--- config.mk ---
export PLATFORM = sky130hd
export DESIGN_NAME = bram_fifo_ctrl_flat
export DESIGN_NICKNAME = d
export VERILOG_FILES = /design/src/rtl/bram_fifo_ctrl_if.sv /design/src/rtl/bram_fifo_ctrl.sv /design/src/flat_wrapper.sv
export SDC_FILE = /design/constraint.sdc
export NUM_CORES = 1
export LEC_CHECK = 0
export ABC_CLOCK_PERIOD_IN_PS = 6500
export CELL_PAD_IN_SITES_DETAIL_PLACEMENT = 0
export CELL_PAD_IN_SITES_GLOBAL_PLACEMENT = 2
export CORE_ASPECT_RATIO = 0.75
export CORE_UTILIZATION = 33
export DETAILED_ROUTE_END_ITERATION = 12
export HOLD_SLACK_MARGIN = 0.12
export PLACE_DENSITY = 0.93
export RECOVER_POWER = 100
export REMOVE_ABC_BUFFERS = 1
export SETUP_SLACK_MARGIN = 0.4
export SLEW_MARGIN = 30
export SYNTH_ARGS = -nofsm -noshare
export SYNTH_HDL_FRONTEND = slang
export SYNTH_SLANG_ARGS = --single-unit
--- constraint.sdc ---
create_clock -name CLK -period 6.5 [get_ports CLK]
set_input_delay 0.65 -clock CLK [delete_from_list [all_inputs] [get_ports CLK]]
set_output_delay 0.65 -clock CLK [all_outputs]
set_load 0.02 [all_outputs]
--- src/rtl/bram_fifo_ctrl_if.sv ---
// Bus bundle for bram_fifo_ctrl: push side, FWFT read stream, status and
// the block-RAM port A/B signals. Signal names keep the original port names.
interface bram_fifo_ctrl_if #(
  parameter int unsigned ADDR_W = 10
);
  logic              FLUSH;
  logic              WR_EN;
  logic [17:0]       WR_DATA;
  logic              FULL;
  logic              ALMOST_FULL;
  logic              OVF;
  logic              RD_VALID;
  logic              RD_READY;
  logic [17:0]       RD_DATA;
  logic [ADDR_W:0]   LEVEL;
  logic [ADDR_W-1:0] RAM_ADDRA;
  logic [15:0]       RAM_DIA;
  logic [1:0]        RAM_DIPA;
  logic              RAM_ENA;
  logic              RAM_WEA;
  logic [ADDR_W-1:0] RAM_ADDRB;
  logic              RAM_ENB;
  logic [15:0]       RAM_DOB;
  logic [1:0]        RAM_DOPB;

  // controller side
  modport slave (
    input  FLUSH, WR_EN, WR_DATA, RD_READY, RAM_DOB, RAM_DOPB,
    output FULL, ALMOST_FULL, OVF, RD_VALID, RD_DATA, LEVEL,
           RAM_ADDRA, RAM_DIA, RAM_DIPA, RAM_ENA, RAM_WEA, RAM_ADDRB, RAM_ENB
  );

  // producer / consumer / RAM side
  modport master (
    output FLUSH, WR_EN, WR_DATA, RD_READY, RAM_DOB, RAM_DOPB,
    input  FULL, ALMOST_FULL, OVF, RD_VALID, RD_DATA, LEVEL,
           RAM_ADDRA, RAM_DIA, RAM_DIPA, RAM_ENA, RAM_WEA, RAM_ADDRB, RAM_ENB
  );
endinterface

--- src/rtl/bram_fifo_ctrl.sv ---
// Single-clock FIFO controller around a 2^ADDR_W x 18 dual-port block RAM.
// Port A is written on push; port B is read ahead into a 2-entry output
// buffer that presents a first-word-fall-through valid/ready stream.
module bram_fifo_ctrl #(
  parameter int unsigned ADDR_W       = 10,
  parameter int unsigned AFULL_THRESH = 1008
) (
  input  logic            CLK,
  input  logic            RST_N,
  bram_fifo_ctrl_if.slave bus
);

  localparam logic [ADDR_W:0] FULL_CNT = {1'b1, {ADDR_W{1'b0}}};
  localparam logic [ADDR_W:0] AFULL_CNT = (ADDR_W + 1)'(AFULL_THRESH);

  logic [ADDR_W-1:0] wptr, rptr;
  logic [ADDR_W:0]   mem_count, mem_count_nx;
  logic              inflight;
  logic [1:0]        ob_count, ob_count_nx;
  logic [17:0]       ob0, ob1;
  logic              full_q, afull_q, ovf_q;
  logic [ADDR_W:0]   level_q, level_nx;
  logic              push, pop, issue;
  logic [17:0]       cap_word;

  // Handshake decode and next-state counts; RST_N gating keeps the RAM
  // enables low for the whole reset, FLUSH drops any same-cycle push/issue.
  always_comb begin
    push         = bus.WR_EN & ~full_q & ~bus.FLUSH & RST_N;
    pop          = (ob_count != 2'd0) & bus.RD_READY;
    issue        = (mem_count != '0) & (((ob_count + 2'(inflight)) < 2'd2) | pop)
                   & ~bus.FLUSH & RST_N;
    mem_count_nx = mem_count + (ADDR_W + 1)'(push) - (ADDR_W + 1)'(issue);
    ob_count_nx  = ob_count + 2'(inflight) - 2'(pop);
    level_nx     = mem_count_nx + (ADDR_W + 1)'(issue) + (ADDR_W + 1)'(ob_count_nx);
    cap_word     = {bus.RAM_DOPB, bus.RAM_DOB};
  end

  // RAM pointers, stored-word count and read-in-flight flag.
  always_ff @(posedge CLK or negedge RST_N) begin
    if (!RST_N) begin
      wptr      <= '0;
      rptr      <= '0;
      mem_count <= '0;
      inflight  <= 1'b0;
    end else if (bus.FLUSH) begin
      wptr      <= '0;
      rptr      <= '0;
      mem_count <= '0;
      inflight  <= 1'b0;
    end else begin
      if (push)  wptr <= wptr + 1'b1;
      if (issue) rptr <= rptr + 1'b1;
      mem_count <= mem_count_nx;
      inflight  <= issue;
    end
  end

  // Two-entry output buffer; a capture landing with a pop goes behind the
  // surviving entry so stream order is kept.
  always_ff @(posedge CLK or negedge RST_N) begin
    if (!RST_N) begin
      ob0      <= '0;
      ob1      <= '0;
      ob_count <= 2'd0;
    end else if (bus.FLUSH) begin
      ob0      <= '0;
      ob1      <= '0;
      ob_count <= 2'd0;
    end else begin
      unique case ({inflight, pop})
        2'b01: ob0 <= ob1;
        2'b10: begin
          if (ob_count == 2'd0) ob0 <= cap_word;
          else                  ob1 <= cap_word;
        end
        2'b11: begin
          if (ob_count == 2'd1) begin
            ob0 <= cap_word;
          end else begin
            ob0 <= ob1;
            ob1 <= cap_word;
          end
        end
        default: ;
      endcase
      ob_count <= ob_count_nx;
    end
  end

  // Registered status reflecting the state after this edge.
  always_ff @(posedge CLK or negedge RST_N) begin
    if (!RST_N) begin
      full_q  <= 1'b0;
      afull_q <= 1'b0;
      ovf_q   <= 1'b0;
      level_q <= '0;
    end else if (bus.FLUSH) begin
      full_q  <= 1'b0;
      afull_q <= 1'b0;
      ovf_q   <= 1'b0;
      level_q <= '0;
    end else begin
      full_q  <= (mem_count_nx == FULL_CNT);
      afull_q <= (mem_count_nx >= AFULL_CNT);
      ovf_q   <= bus.WR_EN & full_q;
      level_q <= level_nx;
    end
  end

  assign bus.FULL        = full_q;
  assign bus.ALMOST_FULL = afull_q;
  assign bus.OVF         = ovf_q;
  assign bus.RD_VALID    = (ob_count != 2'd0);
  assign bus.RD_DATA     = ob0;
  assign bus.LEVEL       = level_q;
  assign bus.RAM_ADDRA   = wptr;
  assign bus.RAM_DIA     = bus.WR_DATA[15:0];
  assign bus.RAM_DIPA    = bus.WR_DATA[17:16];
  assign bus.RAM_ENA     = push;
  assign bus.RAM_WEA     = push;
  assign bus.RAM_ADDRB   = rptr;
  assign bus.RAM_ENB     = issue;

endmodule

--- src/flat_wrapper.sv ---
// flat-port wrapper written by rule: the top's interface ports become plain ports
module bram_fifo_ctrl_flat 
#(
  parameter int unsigned ADDR_W       = 10,
  parameter int unsigned AFULL_THRESH = 1008
)
  (CLK, RST_N, bus_FLUSH, bus_WR_EN, bus_WR_DATA, bus_RD_READY, bus_RAM_DOB, bus_RAM_DOPB, bus_FULL, bus_ALMOST_FULL, bus_OVF, bus_RD_VALID, bus_RD_DATA, bus_LEVEL, bus_RAM_ADDRA, bus_RAM_DIA, bus_RAM_DIPA, bus_RAM_ENA, bus_RAM_WEA, bus_RAM_ADDRB, bus_RAM_ENB);
  bram_fifo_ctrl_if #(.ADDR_W(ADDR_W)) bus_i ();
  input  logic CLK;
  input  logic RST_N;
  input wire logic [$bits(bus_i.FLUSH)-1:0] bus_FLUSH;
  input wire logic [$bits(bus_i.WR_EN)-1:0] bus_WR_EN;
  input wire logic [$bits(bus_i.WR_DATA)-1:0] bus_WR_DATA;
  input wire logic [$bits(bus_i.RD_READY)-1:0] bus_RD_READY;
  input wire logic [$bits(bus_i.RAM_DOB)-1:0] bus_RAM_DOB;
  input wire logic [$bits(bus_i.RAM_DOPB)-1:0] bus_RAM_DOPB;
  output wire logic [$bits(bus_i.FULL)-1:0] bus_FULL;
  output wire logic [$bits(bus_i.ALMOST_FULL)-1:0] bus_ALMOST_FULL;
  output wire logic [$bits(bus_i.OVF)-1:0] bus_OVF;
  output wire logic [$bits(bus_i.RD_VALID)-1:0] bus_RD_VALID;
  output wire logic [$bits(bus_i.RD_DATA)-1:0] bus_RD_DATA;
  output wire logic [$bits(bus_i.LEVEL)-1:0] bus_LEVEL;
  output wire logic [$bits(bus_i.RAM_ADDRA)-1:0] bus_RAM_ADDRA;
  output wire logic [$bits(bus_i.RAM_DIA)-1:0] bus_RAM_DIA;
  output wire logic [$bits(bus_i.RAM_DIPA)-1:0] bus_RAM_DIPA;
  output wire logic [$bits(bus_i.RAM_ENA)-1:0] bus_RAM_ENA;
  output wire logic [$bits(bus_i.RAM_WEA)-1:0] bus_RAM_WEA;
  output wire logic [$bits(bus_i.RAM_ADDRB)-1:0] bus_RAM_ADDRB;
  output wire logic [$bits(bus_i.RAM_ENB)-1:0] bus_RAM_ENB;
  assign bus_i.FLUSH = bus_FLUSH;
  assign bus_i.WR_EN = bus_WR_EN;
  assign bus_i.WR_DATA = bus_WR_DATA;
  assign bus_i.RD_READY = bus_RD_READY;
  assign bus_i.RAM_DOB = bus_RAM_DOB;
  assign bus_i.RAM_DOPB = bus_RAM_DOPB;
  assign bus_FULL = bus_i.FULL;
  assign bus_ALMOST_FULL = bus_i.ALMOST_FULL;
  assign bus_OVF = bus_i.OVF;
  assign bus_RD_VALID = bus_i.RD_VALID;
  assign bus_RD_DATA = bus_i.RD_DATA;
  assign bus_LEVEL = bus_i.LEVEL;
  assign bus_RAM_ADDRA = bus_i.RAM_ADDRA;
  assign bus_RAM_DIA = bus_i.RAM_DIA;
  assign bus_RAM_DIPA = bus_i.RAM_DIPA;
  assign bus_RAM_ENA = bus_i.RAM_ENA;
  assign bus_RAM_WEA = bus_i.RAM_WEA;
  assign bus_RAM_ADDRB = bus_i.RAM_ADDRB;
  assign bus_RAM_ENB = bus_i.RAM_ENB;
  bram_fifo_ctrl #(.ADDR_W(ADDR_W), .AFULL_THRESH(AFULL_THRESH)) u_core (.CLK(CLK), .RST_N(RST_N), .bus(bus_i));
endmodule
==> reports/metrics.cfg, run 1 <==
[status]
outcome = complete, but fails checks
violations = capacitance limit, slew limit

[cts]
cts_tree = yes
clockBufferDepth = 2
cts_buffers = 9
cts_resized = 0
cts_root_buf = clkbuf_16
cts_htree_levels = 3
clkLatencyLatePin_ns = 0.33
cts.clk_slew.worst_paths_ns = 0.06
post_cts_buffers = 0
cts.sinks = 84
postCtsHoldBufs = 0

[route]
drtPass1Iterations = 6
vias = 3434
wl_met2_um = 4370
wl_met3_um = 706
route.detailed.drc = 0
ant_nets = 0
via_per_inst = 5.01
dr.max_layer_used = met4
met1Wirelength_um = 5380
drt_wl_total_um = 10600
drt-initial-drc-count = 170
wire_per_inst_um = 15.4

[setup_path]
path_cells = clkbuf_1 -> nand2b_1 -> a2111oi_4 -> ha_1 -> inv_1 -> ha_1 -> a211oi_1 -> nor3_1 -> and3_1 -> nor4_1 -> nand4b_1 -> nor3_1 -> mux2_2
cp.buffers_inverters = 2
reg2reg_depth = 14
crit_fanout = 14
cpPeakStageDelay_ns = 0.67
crit_arrival_ns = 5.14
ff2ff_setup_slack_ns = 1.64
worstSetupPathType = primary input to register
crit_path_top_delay_cell = nor4_1
reg2reg_from = u_core.inflight
r2r_end = u_core.bus.LEVEL[10]
critPathTopFamily = simple AND/OR/NAND/NOR gates
endpoint_kind = register
critPathLaunchType = primary input
cp_data_required_time_ns = 6.72

[floorplanning]
io-pin-count = 115
die_w_um = 137
rows = 36
coreArea_mm2 = 0.0132
initial_utilization = 0.344
die_h_um = 104
fp.dieArea_mm2 = 0.0142

[timing]
layout_setup_ws_ns = 1.57
fin_worst_skew_ns = 0.00521
fmax_mhz = 203
tightest_slew_ns = 3.89
fin_tns_setup_ns = 0
hold_viol = 0
slew_viol_final = 153
period_minus_slack_ns = 4.93
fin_crit_sh = 0.758
maxSlewHeadroom = -1.60
finalSetupViolCount = 0
grt_setup_unrepaired = no

[synthesis]
yosysSeqAreaShare = 0.463
synth.area.top_cells = dfrtp_1, mux2i_1, ha_1
synth-warning-count = 0
synth_cell_types = 51
syn_area_mm2 = 0.00454
ys_async_sr_fraction = 1.00
synth_edf_count = 0
yosys_register_bits = 84
yosys.area.top_type_share = 0.463
synth_top_area_cell = dfrtp_1
synth_cells = 454
avgSynthCellArea_um2 = 10.0
synthFlopType = dfrtp_1

[global_routing]
grt_pass1_vias = 3357
grt_overflow_total = 0
grt_usage = 0.156
grt_antenna_before_repair = 0
grt_max_degree = 80
grt_pass1_wl_um = 17300

[job]
maxCapViolations = 3

[pwr]
p_int_uw = 1410
pwr_density_cell_mw_per_mm2 = 429
clkPwrFrac = 0.205
switching_share = 0.417
seq_power_share = 0.284
p_switching_uw = 1010
pwr-share-comb = 0.511
peakVddDrop_mv = 0.229
total_leakage_power_uw = 0.00271

[placement]
routabilityCongestion = 0.869
dpl.hpwl_um = 7410
port_buffers = 78
place_ws_ns = 1.54

[cells_and_area]
layout_common_cells = dfrtp_1, nor2_1, dlygate4sd3_1
fill_cells = 1258
finalNetCount = 575
fin_util = 0.426
layout_commonest_cell = dfrtp_1
drive_above_1_share = 0.0583
diodes = 0
synthToLayoutAreaGrowth_pct = 24.0

[worst_hold_path]
hold_path_class = primary input to asynchronous set/reset pin

-- stage by stage --
| stage | std cells | area, um2 | hold slack [ns] | total power [uW] |
|---|---|---|---|---|
| finish | 686 | 5630 | 0.353 | 2410 |
| detailed placement | 671 | 5370 | 0.467 | 1950 |
| floorplan | 417 | 4320 | 0.354 | 1570 |
| CTS | 686 | 5650 | 0.147 | 2460 |
| global route | 686 | 5630 | 0.411 | 2610 |
| global placement | 671 | 5370 | 0.461 | 1950 |
-- synth_stat cells (2+ instances only) --
library cell  number
a21o_1             2
buf_4             20
a21oi_1           13
o21ai_0           14
fa_1               3
and2_1             2
nand2_1           33
buf_1              2
or3_1              4
mux2_2             2
nor4_1             3
dfrtp_1           84
clkbuf_1          14
nand3b_1           4
a2111oi_0          2
nand4_1            2
inv_1             25
nand2b_1           6
mux2i_1           37
nand3_1            9
xor2_1            12
nor2_1            59
o21a_1             3
ha_1              20
o31ai_1           21
xnor2_1            9
o311ai_0           3
nor2b_1            7
nand4b_1           2
a211oi_1           3
and3_1             5
nor3_1             9
a31oi_1            2
-- power by group through the flow --
stage               Sequential (uW)  Clock [uW]  Combinational [uW]
finish                          686         494                1230
global route                    699         531                1380
CTS                             689         508                1270
detailed placement              695           0                1250
global placement                695           0                1260
floorplan                       745           0                 823
-- flip-flops by register name, indices dropped and copies added, names as in the netlist --
register,cells
u_core.bus.RD_DATA,18
u_core.ob1,18
u_core.bus.LEVEL,11
u_core.mem_count,11
u_core.bus.RAM_ADDRA,10
u_core.bus.RAM_ADDRB,10
u_core.ob_count,2
u_core.bus.ALMOST_FULL,1
u_core.bus.FULL,1
u_core.bus.OVF,1
u_core.inflight,1
-- routing by layer --
layer | global-route usage | up-vias
met1 | 0.237 | 1651
met5 | 0 | -
li1 | - | 1656
met4 | 0.0385 | 0
met2 | 0.211 | 115
met3 | 0.0465 | 12
-- final cells by class --
class	count	area, um2	share of cell area
repair buffers	83	795	0.141
flip-flops and latches	84	2100	0.373
clock inverters	5	53.8	0.00956
well taps	171	214	0.0380
clock buffers	10	229	0.0407
inverters	26	97.6	0.0173
multi-input cells	307	2140	0.380
-- how the worst max path moves through the flow --
stage                       startpoint              endpoint  slack, ns  cells past startpoint
floorplan           u_core.ob_count[0]  u_core.bus.LEVEL[10]       2.22                     16
finish                           RST_N  u_core.bus.LEVEL[10]       1.57                     13
global route                     RST_N  u_core.bus.LEVEL[10]       0.95                     13
detailed placement        bus_RD_READY  u_core.bus.LEVEL[10]       1.54                     15
global placement          bus_RD_READY  u_core.bus.LEVEL[10]       1.77                     15
CTS                    u_core.inflight  u_core.bus.LEVEL[10]       1.79                     16
-- cell families after synthesis --
| kind of cell | synth area share |
|---|---|
| muxes | 0.0866 |
| adders and majority gates | 0.0684 |
| and+or+nand+nor | 0.168 |
| buffers and inverters | 0.0689 |
| AOI/OAI and AO/OA | 0.101 |
| DFF | 0.463 |
| xor gates and xnor gates | 0.0441 |
Note: power is estimated with default switching activity, not from simulation.
==> run 2: changes to the inputs <==
ABC_CLOCK_PERIOD_IN_PS = 4400   (was 6500)
CORE_UTILIZATION = 27   (was 33)
PLACE_DENSITY = 0.83   (was 0.93)
clock period = 4.4 ns   (was 6.5 ns; I/O delays follow)
==> run 2 against run 1 <==
Critical path depth grew 5. Wire length is 11% higher. Core utilization fell by 5.3 points. Register-to-register slack lost 1.2 ns. Via count is 3.7% higher. Cell count grew 8.7%. Power grew 73%. Count of clock-buffer cells in the layout grew 2. Setup slack worse by 1.1 ns. The flow still finishes with violations (capacitance limit, slew limit). Highest routed layer is now met5. Worst hold slack improved by 0.12 ns.
==> reports/metrics.cfg, run 2 (synthesized netlist as in run 1, its figures left out) <==
[cells_and_area]
layout_commonest_cell = dfrtp_1
final_area_mm2 = 0.00605
fin_util = 0.373
drive_above_1_share = 0.153
diodes = 0
fin_cells = 746
finalNetCount = 595
fill_cells = 1627
synthToLayoutAreaGrowth_pct = 33.4
layout_common_cells = dfrtp_1, nor2_1, dlygate4sd3_1

[setup_path]
critPathLaunchType = register
endpoint_kind = register
crit_fanout = 5
crit_path_top_delay_cell = fa_2
crit_arrival_ns = 4.01
critPathTopFamily = adder cells
cp_data_required_time_ns = 4.47
path_cells = inv_2 -> ha_4 -> nand4b_1 -> nor4b_2 -> clkbuf_1 -> a2111oi_4 -> ha_1 -> inv_2 -> ha_4 -> inv_2 -> fa_2 -> inv_1 -> ha_4 -> a21oi_2 -> or3_4 -> nor2_4 -> xor2_1 -> nor2_1
cp.buffers_inverters = 5
cpPeakStageDelay_ns = 0.57
worstSetupPathType = register to register
reg2reg_depth = 18
path_depth = 18

[timing]
grt_setup_unrepaired = no
maxSlewHeadroom = -1.33
hold_viol = 0
fin_crit_sh = 0.895
slew_viol_final = 150
tightest_slew_ns = 3.50
period_minus_slack_ns = 3.94
fmax_mhz = 254
fin_tns_setup_ns = 0
fin_worst_skew_ns = 0.00654
finalSetupViolCount = 0

[placement]
dp_cells = 719
dpl.hpwl_um = 8110
port_buffers = 78
dpl-instance-area_mm2 = 0.00548
routabilityCongestion = 0.888

[cts]
clockBufferDepth = 2
clkLatencyLatePin_ns = 0.34
cts.sinks = 84
cts.clk_slew.worst_paths_ns = 0.06
cts_htree_levels = 3
cts_tree = yes
cts_root_buf = clkbuf_16
cts_buffers = 9

[pwr]
switching_share = 0.423
peakVddDrop_mv = 0.341
clkPwrFrac = 0.193
pwr-share-comb = 0.561
p_int_uw = 2400
seq_power_share = 0.245
pwr_density_cell_mw_per_mm2 = 689
power_uw = 4170
p_switching_uw = 1760
total_leakage_power_uw = 0.00283

[status]
outcome = complete, but fails checks
violations = capacitance limit, slew limit

[global_routing]
grt_pass1_wl_um = 18800
grt_overflow_total = 0
grt_pass1_vias = 3505
grt_usage = 0.141
grt_max_degree = 80
grt_antenna_before_repair = 1

[floorplanning]
fp.dieArea_mm2 = 0.0173
initial_utilization = 0.280
rows = 40
io-pin-count = 115
die_w_um = 152
die_h_um = 114
coreArea_mm2 = 0.0162

[route]
route.detailed.drc = 0
vias = 3562
drt-initial-drc-count = 230
via_per_inst = 4.77
drt_wl_total_um = 11700
wire_per_inst_um = 15.6
drtPass1Iterations = 6
ant_nets = 0

[worst_hold_path]
hold_path_class = register to register
hold_depth = 2

[job]
maxCapViolations = 2

-- run 2: worst paths after layout --
path | startpoint | end | slack [ns]
worst max-delay path | u_core.mem_count[2] | u_core.bus.LEVEL[5] | 0.46
worst max register to register | u_core.mem_count[2] | u_core.bus.LEVEL[5] | 0.46
worst min register to register | u_core.bus.RD_DATA[1] | u_core.bus.RD_DATA[1] | 0.47
worst min-delay path | u_core.bus.RD_DATA[1] | u_core.bus.RD_DATA[1] | 0.47
max in group asynchronous | RST_N | u_core.bus.RAM_ADDRA[3] | 1.24
min in group asynchronous | RST_N | u_core.mem_count[2] | 0.93
-- run 2: routing by layer --
metal  global-route usage  share of wire  vias to the layer above
met4               0.0323         0.0084                        2
met5                    0         0.0011                        -
met2                0.189           0.41                      129
met1                0.209           0.50                     1725
met3               0.0522          0.079                       14
li1                     -              -                     1692
-- run 2: layout make-up --
class,instances,area (um2),area share
tap,210,263,0.0434
timing repair buffer,103,938,0.155
multi-input combinational,307,2330,0.385
sequential,84,2100,0.347
clock inverter,4,56.3,0.00930
clock buffer,12,267,0.0440
inverter,26,97.6,0.0161
-- run 2: repair_timing --
action	4_1_cts	5_1_grt
resized for setup	11	32
endpoints found under the setup margin	6	8
hold buffers	1	0
setup buffers	2	8
pin swaps	3	16
endpoints found under the hold margin	15	0
-- run 2: metrics by stage --
stage,hold slack (ns),worst slack [ns]
6_report,0.473,0.460
5_1_grt,0.498,0.202
4_1_cts,0.482,0.446
3_5_place_dp,0.436,0.203
3_3_place_gp,0.436,0.285
2_1_floorplan,0.144,0.122
-- run 2: power groups by stage --
stage	clock (uW)	sequential, uW	combinational (uW)
2_1_floorplan	0	1100	1220
3_3_place_gp	0	1030	2040
3_5_place_dp	0	1030	2030
4_1_cts	832	1020	2130
5_1_grt	869	1040	2580
6_report	806	1020	2340
-- run 2: worst min-delay path, delay by kind of cell, from the launching register on --
kind	cells	cell delay [ns]
AND/OR/NAND/NOR	1	0.05
flip-flops	1	0.34
AO/OA/AOI/OAI	1	0.05
